[src/rtl/rd_capture_sched.sv]
// Read-capture scheduler: queues read commands, times them by read latency, and
// assembles one deserialised burst per command. Define RD_CAPTURE_TIMEOUT_EN for the burst watchdog.
module rd_capture_sched #(
    parameter int WIDTH       = 8,
    parameter int BURST_BEATS = 4,
    parameter int CMD_DEPTH   = 4,
    parameter int TAG_W       = 4,
    parameter int RL_W        = 7,
    parameter int TMO_CYC     = 16
) (
    input  logic                         clk_i,
    input  logic                         rst_n,
    input  logic [RL_W-1:0]              rl_cfg,
    input  logic                         rd_cmd_vld,
    input  logic [TAG_W-1:0]             rd_cmd_tag,
    output logic                         rd_cmd_rdy,
    output logic                         deser_en,
    input  logic [WIDTH-1:0]             deser_data_i,
    input  logic                         deser_rdy_i,
    output logic [WIDTH*BURST_BEATS-1:0] rd_data_o,
    output logic [TAG_W-1:0]             rd_tag_o,
    output logic                         rd_vld_o,
    output logic                         rd_err_o
);

    localparam int PTR_W  = $clog2(CMD_DEPTH);
    localparam int CNT_W  = $clog2(CMD_DEPTH + 1);
    localparam int BEAT_W = $clog2(BURST_BEATS + 1);
    localparam int SPC_W  = $clog2(BURST_BEATS + 1);
    localparam int BUS_W  = WIDTH * BURST_BEATS;

    if (CMD_DEPTH < 2 || (CMD_DEPTH & (CMD_DEPTH - 1)) != 0 || TMO_CYC < 1) begin : g_bad_cfg
        $error("rd_capture_sched: CMD_DEPTH must be a power of 2 >= 2 and TMO_CYC >= 1");
    end

    typedef enum logic {IDLE, BURST} state_t;

    // An rl_cfg of 0 behaves as 1: the earliest a burst can start is the next cycle.
    function automatic logic [RL_W-1:0] rl_to_cd(input logic [RL_W-1:0] rl);
        return (rl == '0) ? '0 : rl - RL_W'(1);
    endfunction

    function automatic logic [SPC_W-1:0] spc_sat_inc(input logic [SPC_W-1:0] s);
        return (s >= SPC_W'(BURST_BEATS)) ? SPC_W'(BURST_BEATS) : s + SPC_W'(1);
    endfunction

    logic [TAG_W-1:0]  q_tag [CMD_DEPTH];
    logic [RL_W-1:0]   q_cd  [CMD_DEPTH];
    logic [PTR_W-1:0]  wr_ptr;
    logic [PTR_W-1:0]  rd_ptr;
    logic [CNT_W-1:0]  q_cnt;
    logic [SPC_W-1:0]  spacing;
    logic              full;
    logic              empty;
    logic              push;
    logic              pop;
    logic              head_due;
    logic [TAG_W-1:0]  head_tag;

    state_t            state;
    logic [BEAT_W-1:0] beat_cnt;
    logic [TAG_W-1:0]  cur_tag;
    logic [BUS_W-1:0]  slice;
    logic [BUS_W-1:0]  merged;
    logic              last_beat;

    logic              vld_p0;
    logic [BUS_W-1:0]  data_p0;
    logic [TAG_W-1:0]  tag_p0;

`ifdef RD_CAPTURE_TIMEOUT_EN
    localparam int TMO_W = $clog2(TMO_CYC + 1);
    logic [TMO_W-1:0]  wdog;
    logic              tmo_hit;
    logic              err_p0;

    assign tmo_hit = (state == BURST) && !deser_rdy_i && (wdog == TMO_W'(TMO_CYC - 1));
`endif

    assign full       = (q_cnt == CNT_W'(CMD_DEPTH));
    assign empty      = (q_cnt == '0);
    assign rd_cmd_rdy = !full && (spacing >= SPC_W'(BURST_BEATS));
    assign push       = rd_cmd_vld && rd_cmd_rdy;
    assign head_due   = !empty && (q_cd[rd_ptr] == '0);
    assign head_tag   = q_tag[rd_ptr];
    assign last_beat  = (beat_cnt == BEAT_W'(BURST_BEATS - 1));
    assign pop        = head_due &&
                        ((state == IDLE) || (deser_rdy_i && last_beat));

    always_comb begin
        merged = slice;
        if (beat_cnt < BEAT_W'(BURST_BEATS)) begin
            merged[beat_cnt*WIDTH +: WIDTH] = deser_data_i;
        end
    end

    always_ff @(posedge clk_i) begin
        if (!rst_n) begin
            wr_ptr  <= '0;
            rd_ptr  <= '0;
            q_cnt   <= '0;
            spacing <= SPC_W'(BURST_BEATS);
        end else begin
            if (push) begin
                wr_ptr <= wr_ptr + PTR_W'(1);
            end
            if (pop) begin
                rd_ptr <= rd_ptr + PTR_W'(1);
            end
            if (push && !pop) begin
                q_cnt <= q_cnt + CNT_W'(1);
            end else if (!push && pop) begin
                q_cnt <= q_cnt - CNT_W'(1);
            end
            // Spacing of 1 after an accept makes the next accept land exactly BURST_BEATS later.
            spacing <= push ? SPC_W'(1) : spc_sat_inc(spacing);
        end
    end

    // Every stored countdown ticks toward zero, so waiting entries become due in order.
    always_ff @(posedge clk_i) begin
        for (int i = 0; i < CMD_DEPTH; i++) begin
            if (push && (wr_ptr == PTR_W'(i))) begin
                q_cd[i]  <= rl_to_cd(rl_cfg);
                q_tag[i] <= rd_cmd_tag;
            end else if (q_cd[i] != '0) begin
                q_cd[i] <= q_cd[i] - RL_W'(1);
            end
        end
    end

    always_ff @(posedge clk_i) begin
        if (!rst_n) begin
            state    <= IDLE;
            deser_en <= 1'b0;
            beat_cnt <= '0;
            cur_tag  <= '0;
            vld_p0   <= 1'b0;
`ifdef RD_CAPTURE_TIMEOUT_EN
            err_p0   <= 1'b0;
            wdog     <= '0;
`endif
        end else begin
            vld_p0 <= 1'b0;
`ifdef RD_CAPTURE_TIMEOUT_EN
            err_p0 <= 1'b0;
`endif
            case (state)
                IDLE: begin
                    if (head_due) begin
                        state    <= BURST;
                        deser_en <= 1'b1;
                        beat_cnt <= '0;
                        cur_tag  <= head_tag;
`ifdef RD_CAPTURE_TIMEOUT_EN
                        wdog     <= '0;
`endif
                    end
                end
                BURST: begin
                    if (deser_rdy_i) begin
`ifdef RD_CAPTURE_TIMEOUT_EN
                        wdog <= '0;
`endif
                        if (last_beat) begin
                            vld_p0   <= 1'b1;
                            beat_cnt <= '0;
                            // A head due right now continues the burst without dropping deser_en.
                            if (head_due) begin
                                cur_tag <= head_tag;
                            end else begin
                                state    <= IDLE;
                                deser_en <= 1'b0;
                            end
                        end else begin
                            beat_cnt <= beat_cnt + BEAT_W'(1);
                        end
                    end
`ifdef RD_CAPTURE_TIMEOUT_EN
                    else if (tmo_hit) begin
                        vld_p0   <= 1'b1;
                        err_p0   <= 1'b1;
                        state    <= IDLE;
                        deser_en <= 1'b0;
                    end else begin
                        wdog <= wdog + TMO_W'(1);
                    end
`endif
                end
                default: state <= IDLE;
            endcase
        end
    end

    // Stage p0: assemble beats; slice is cleared at each burst start so missing beats read 0.
    always_ff @(posedge clk_i) begin
        if (state == IDLE) begin
            if (head_due) begin
                slice <= '0;
            end
        end else if (deser_rdy_i) begin
            if (last_beat) begin
                data_p0 <= merged;
                tag_p0  <= cur_tag;
                slice   <= '0;
            end else begin
                slice <= merged;
            end
        end
`ifdef RD_CAPTURE_TIMEOUT_EN
        else if (tmo_hit) begin
            data_p0 <= slice;
            tag_p0  <= cur_tag;
        end
`endif
    end

    // Stage p1: registered outputs; data and tag hold until the next pulse.
    always_ff @(posedge clk_i) begin
        if (!rst_n) begin
            rd_vld_o  <= 1'b0;
            rd_data_o <= '0;
            rd_tag_o  <= '0;
        end else begin
            rd_vld_o <= vld_p0;
            if (vld_p0) begin
                rd_data_o <= data_p0;
                rd_tag_o  <= tag_p0;
            end
        end
    end

`ifdef RD_CAPTURE_TIMEOUT_EN
    always_ff @(posedge clk_i) begin
        if (!rst_n) begin
            rd_err_o <= 1'b0;
        end else begin
            rd_err_o <= err_p0;
        end
    end
`else
    assign rd_err_o = 1'b0;
`endif

endmodule

[config.mk]
export PLATFORM = sky130hd
export DESIGN_NAME = rd_capture_sched
export DESIGN_NICKNAME = d
export VERILOG_FILES = /design/src/rtl/rd_capture_sched.sv
export SDC_FILE = /design/constraint.sdc
export NUM_CORES = 1
export LEC_CHECK = 0
export CAP_MARGIN = 20
export CORE_MARGIN = 1
export CORE_UTILIZATION = 61
export DETAILED_ROUTE_END_ITERATION = 16
export PLACE_DENSITY_LB_ADDON = 0.1
export SLEW_MARGIN = 20
export SYNTH_ARGS = -nofsm -noshare
export SYNTH_HDL_FRONTEND = slang
export SYNTH_SLANG_ARGS = --single-unit
[constraint.sdc]
create_clock -name clk_i -period 6.1 [get_ports clk_i]
set_input_delay 1.22 -clock clk_i [delete_from_list [all_inputs] [get_ports clk_i]]
set_output_delay 1.22 -clock clk_i [all_outputs]
set_load 0.05 [all_outputs]
==> results of run 1 <==
per-stage QoR:
stage           util  cell area (um^2)  power (W)  hold WS [ns]
3_3_place_gp   0.685              8190    0.00201         0.417
2_1_floorplan      -              7460    0.00191         0.408
5_1_grt        0.740              8850    0.00330         0.454
4_1_cts        0.737              8820    0.00318         0.443
6_report       0.740              8850    0.00317         0.443
3_5_place_dp   0.685              8190    0.00205         0.421
power by group through the flow:
stage          sequential, W  combinational [W]  clock, W
4_1_cts              0.00154           0.000495   0.00115
3_5_place_dp         0.00156           0.000486         0
3_3_place_gp         0.00155           0.000457         0
2_1_floorplan        0.00154           0.000376         0
5_1_grt              0.00156           0.000547   0.00119
6_report             0.00154           0.000492   0.00113
sequential cells by signal, summed over array words and instances (netlist names), named ones only:
register / cells
beat_cnt: 3
vld_p0: 1
state: 1
q_cnt: 3
slice: 32
rd_data_o: 32
cur_tag: 4
rd_vld_o: 1
tag_p0: 4
spacing: 3
deser_en: 1
wr_ptr: 2
q_tag: 16
q_cd: 28
rd_ptr: 2
data_p0: 32
rd_tag_o: 4
per-layer routing:
layer	up-vias	part of all wire	global-route usage
li1	2170	-	-
met1	2137	0.41	0.264
met2	95	0.54	0.436
met3	18	0.034	0.0540
met4	0	0.015	0.0871
met5	-	0	0
Yosys cell counts, types with 3 or more instances:
master / instances / area (um^2)
a21oi_1: 6 / 30.0
a21oi_2: 4 / 35.0
buf_2: 4 / 20.0
clkbuf_1: 12 / 45.0
dfxtp_1: 59 / 1180
edfxtp_1: 112 / 3360
ha_1: 15 / 188
inv_1: 26 / 97.6
mux2_2: 32 / 360
mux2i_1: 70 / 701
mux4_2: 4 / 90.1
nand2_1: 37 / 139
nand2b_1: 6 / 37.5
nand3_1: 12 / 60.1
nor2_1: 64 / 240
nor2b_1: 32 / 200
nor3_1: 5 / 25.0
o21ai_0: 11 / 55.1
o31a_1: 4 / 35.0
or2b_1: 3 / 22.5
xnor2_1: 7 / 61.3
xor2_1: 12 / 105
worst paths after layout:
kind	startpoint	to	slack, ns	cells after the start
max	rd_cmd_vld	q_cnt[2]$_SDFFE_PN0P_	2.79	8
min reg2reg	cur_tag[0]$_SDFFE_PN0P_	tag_p0[0]$_DFFE_PP_	0.44	0
min	cur_tag[0]$_SDFFE_PN0P_	tag_p0[0]$_DFFE_PP_	0.44	0
max reg2reg	register	q_cnt[2]$_SDFFE_PN0P_	3.18	10
cell type report:
| class | count | area (um^2) | share of cell area |
|---|---|---|---|
| sequential | 171 | 4550 | 0.514 |
| multi-input combinational | 357 | 2740 | 0.310 |
| timing repair buffer | 64 | 653 | 0.0738 |
| clock buffer | 21 | 462 | 0.0522 |
| tap | 147 | 184 | 0.0208 |
| clock inverter | 11 | 165 | 0.0187 |
| inverter | 26 | 97.6 | 0.0110 |
cells by family after synthesis:
group | share of synthesized area
AO/OA/AOI/OAI | 0.0373
flip-flops | 0.609
XOR/XNOR | 0.0223
buffers and inverters | 0.0248
AND/OR/NAND/NOR | 0.123
other | 0.000503
adder cells (fa/ha/maj) | 0.0279
multiplexers | 0.154
worst register-to-register path, stage by stage, from the launching register on:
cell	delay (ns)
dfxtp_1	0.66
nor4_1	0.17
a31oi_1	0.27
nor3_2	0.14
o21ai_4	0.32
ha_1	0.26
inv_1	0.07
fa_1	0.37
xor2_1	0.16
or3_1	0.31
a21oi_1	0.15
==> results.toml, run 1 <==
[power]
p_leak_nw = 3.19
power_density_nw_per_um2 = 358
peakVddDrop_mv = 0.284
p_seq_frac = 0.487
switching_share = 0.259
pwr-share-clk = 0.358
p_comb_frac = 0.155
internal-power_w = 0.00235
p_sw_w = 0.000820

[drt]
drtAntennaViolNets = 0
drcViolationCount = 0
drt_first_iter_violations = 229
wirelength_um = 13700
routedWlPerCell_um = 17.2
viasPerCell = 5.55
drt_first_pass_iters = 4
vias = 4420

[timing]
min_period_over_period = 0.543
fin_tns_setup_ns = 0
finalSetupViolCount = 0
fin_ws_ns = 2.79
hold_viol = 0
finalClockSkew_ns = 0.00662
maxSlewHeadroom = 0.565
worstMarginPinSlew_ns = 0.652
post-route-min-period_ns = 3.31
slew_viol_final = 0
max_freq_mhz = 302
rsz0062_at_grt = "false"

[placement]
dpl.hpwl_um = 9320
portBuffers = 61
place_congestion = 0.862
dp_slack_ns = 2.34
numPlacedInstances = 764

[logic_synthesis]
yosys_warnings = 0
synth_cells = 574
yosysSeqAreaShare = 0.609
postSynthAreaPerCell_um2 = 13.0
syn_area_um2 = 7460
ys_ff_latch = 171
synth_edf_count = 112
syn_nets = 613
postSynth.asyncResetShare = 0
synth_cell_types = 50
synth_ff_type = "edfxtp_1"

[floorplanning]
die_area_um2 = 12700
start_util = 0.623
rows = 40
core-area_um2 = 12000
die_width_um = 113
die_h_um = 113
io_pins = 63

[cells_and_area]
fin_nets = 676
final_cell_mix = "edfxtp_1, mux2i_1, nor2_1"
area_delta_synth_final_pct = 18.7
instances_no_fill = 797
drive_gt1_frac = 0.138
layout_commonest_cell = "edfxtp_1"
diodes = 0
fillerInstances = 814

[clocking]
postCtsSetupBuffers = 0
cts.sinks = 171
cts_tree = "done"
numCtsBuffers = 17
cts_max_level = 4
insertion_delay_ns = 0.42
clk_pin_slew_worst_paths_ns = 0.06
ctsResizeCount = 0
clk_path_buf_depth = 2
clock-root-buffer = "clkbuf_16"
holdBufCountCts = 0

[critical_path]
crit_chain = "clkdlybuf4s50_1 > o311a_1 > ha_1 > inv_1 > fa_1 > xor2_1 > or3_1 > a21oi_1"
start_kind = "input pin"
cp-end-kind = "register"
path_class = "input pin to register"
timing.critical_path.required_ns = 6.45
crit_buf_inv = 2
slowest_delay_ns = 0.60
crit_arrival_ns = 3.67
cp_top_family = "compound AO/OA/AOI/OAI gates"
worst_path_max_delay_cell = "o311a_1"
cp_max_fo = 14

[global_route]
grt_overflow_total = 0
antenna_found_initial = 0
grt_max_degree = 38
grt_pass1_vias = 4552
track_usage = 0.236
grt_pass1_wl_um = 22500

[job]
maxCapViolCount = 0

[run_status]
status = "finished clean"

[hold_path]
min_path_type = "register to register"
Power figures use the tool's default switching activity.
==> run 2, diff against run 1 <==
--- a/config.mk
+++ b/config.mk
@@ -7,7 +7,7 @@
 export LEC_CHECK = 0
 export CAP_MARGIN = 20
 export CORE_MARGIN = 1
-export CORE_UTILIZATION = 61
+export CORE_UTILIZATION = 52
 export DETAILED_ROUTE_END_ITERATION = 16
 export PLACE_DENSITY_LB_ADDON = 0.1
 export SLEW_MARGIN = 20
==> constraint.sdc (replaced) <==
create_clock -name clk_i -period 2.7 [get_ports clk_i]
set_input_delay 0.54 -clock clk_i [delete_from_list [all_inputs] [get_ports clk_i]]
set_output_delay 0.54 -clock clk_i [all_outputs]
set_load 0.05 [all_outputs]
==> results.toml, run 2 (same netlist as run 1, synthesis figures left out) <==
[placement]
portBuffers = 61
dp_slack_ns = 0.00970
dpl.hpwl_um = 9460
place_congestion = 0.816

[critical_path]
cp-end-kind = "register"
crit_arrival_ns = 2.88
timing.critical_path.required_ns = 3.05
start_kind = "register"
path_class = "register to register"
r2r_end = "q_cnt[2]$_SDFFE_PN0P_"
rrSetupSlack_ns = 0.17
reg2reg_from = "q_cd[0][2]$_DFFE_PP_"
reg2reg_depth = 10
cp_max_fo = 4

[cells_and_area]
layout_commonest_cell = "edfxtp_1"
area_delta_synth_final_pct = 20.9
finish.utilization = 0.647
fin_nets = 691
final_cell_mix = "edfxtp_1, mux2i_1, nor2_1"
diodes = 0
drive_gt1_frac = 0.158
reg_top3 = "data_p0 (32), rd_data_o (32), slice (32)"

[drt]
drtAntennaViolNets = 0
wl_met1_um = 6280
drt_first_iter_violations = 251
drt_first_pass_iters = 4
viasPerCell = 5.27
routedWlPerCell_um = 16.3
drcViolationCount = 0
vias = 4452
wirelength_um = 13800
topRoutingLayerUsed = "met4"
wl_met2_um = 6870
dr_wl_met3_um = 479

[global_route]
grt_overflow_total = 0
grt_pass1_wl_um = 22400
track_usage = 0.200
grt_pass1_vias = 4446
grt_max_degree = 33
antenna_found_initial = 0

[clocking]
cts_max_level = 4
cts.sinks = 171
holdBufCountCts = 0
clk_path_buf_depth = 2
insertion_delay_ns = 0.41
numCtsBuffers = 17
clk_pin_slew_worst_paths_ns = 0.06
cts_tree = "done"
clock-root-buffer = "clkbuf_16"

[power]
power.total_w = 0.00713
peakVddDrop_mv = 0.473
pwr-share-clk = 0.354
p_sw_w = 0.00187
switching_share = 0.262
power_density_nw_per_um2 = 791
p_leak_nw = 3.27
internal-power_w = 0.00526
p_seq_frac = 0.491
p_comb_frac = 0.155

[timing]
fin_tns_setup_ns = 0
slew_viol_final = 0
hold_viol = 0
min_period_over_period = 0.937
maxSlewHeadroom = 0.601
finalClockSkew_ns = 0.00728
worstMarginPinSlew_ns = 0.592
post-route-min-period_ns = 2.53
fin_ws_ns = 0.169
whs_ns = 0.434
finalSetupViolCount = 0
max_freq_mhz = 395
rsz0062_at_grt = "false"

[job]
maxCapViolCount = 0

[hold_path]
holdPathEnd = "tag_p0[2]$_DFFE_PP_"
hp-start = "cur_tag[2]$_SDFFE_PN0P_"
hold_depth = 0
min_path_type = "register to register"

[floorplanning]
io_pins = 63
core-area_um2 = 13900
rows = 43
die_area_um2 = 14800
start_util = 0.535
die_width_um = 122
die_h_um = 122

[run_status]
status = "finished clean"
run 2: routing by layer:
layer | up-vias | GRT usage
met3 | 11 | 0.0482
li1 | 2196 | -
met2 | 84 | 0.344
met1 | 2161 | 0.251
met5 | - | 0
met4 | 0 | 0.0556
run 2: critical path: stages, from the launching register on:
cell,delay [ns]
edfxtp_1,0.48
nor4_4,0.35
nand3_1,0.20
a211oi_4,0.36
o21ai_4,0.09
ha_1,0.23
inv_1,0.08
fa_1,0.18
xor2_1,0.07
or3_1,0.30
a21oi_1,0.13
run 2: layout make-up:
class / count / area, um^2
Clock buffer: 22 / 475
Clock inverter: 10 / 141
Fill cell: 1000 / 4920
Inverter: 26 / 97.6
Multi-Input combinational cell: 357 / 2750
Sequential cell: 171 / 4550
Tap cell: 180 / 225
Timing Repair Buffer: 79 / 783
run 2: worst max-delay path by stage:
stage                                    start                      to  cells past startpoint
final                     q_cd[0][2]$_DFFE_PP_   q_cnt[2]$_SDFFE_PN0P_                     10
after global routing      q_cd[0][2]$_DFFE_PP_   q_cnt[2]$_SDFFE_PN0P_                     10
after CTS                 q_cd[0][2]$_DFFE_PP_   q_cnt[2]$_SDFFE_PN0P_                     10
after global placement             deser_rdy_i   q_cnt[2]$_SDFFE_PN0P_                     10
after detailed placement           deser_rdy_i   q_cnt[2]$_SDFFE_PN0P_                     10
after floorplan           q_cd[1][1]$_DFFE_PP_  slice[0]$_SDFFCE_PN0P_                      5
run 2: through the flow:
step / instances / instance area [um^2]
floorplan: 574 / 7460
global placement: 812 / 8380
detailed placement: 812 / 8380
CTS: 844 / 9000
global route: 845 / 9010
finish: 845 / 9010
run 2: power by group through the flow:
stage,registers [W],clock network [W],logic [W]
after global placement,0.00351,0,0.00105
after detailed placement,0.00354,0,0.00109
after floorplan,0.00347,0,0.000849
after CTS,0.00349,0.00257,0.00111
after global routing,0.00354,0.00267,0.00125
final,0.00350,0.00253,0.00110
run 2: what timing repair did:
item	in CTS	in global routing
buffers inserted	0	1
endpoints found under the setup margin	0	1
resized for setup	0	1
endpoints found under the hold margin	0	0
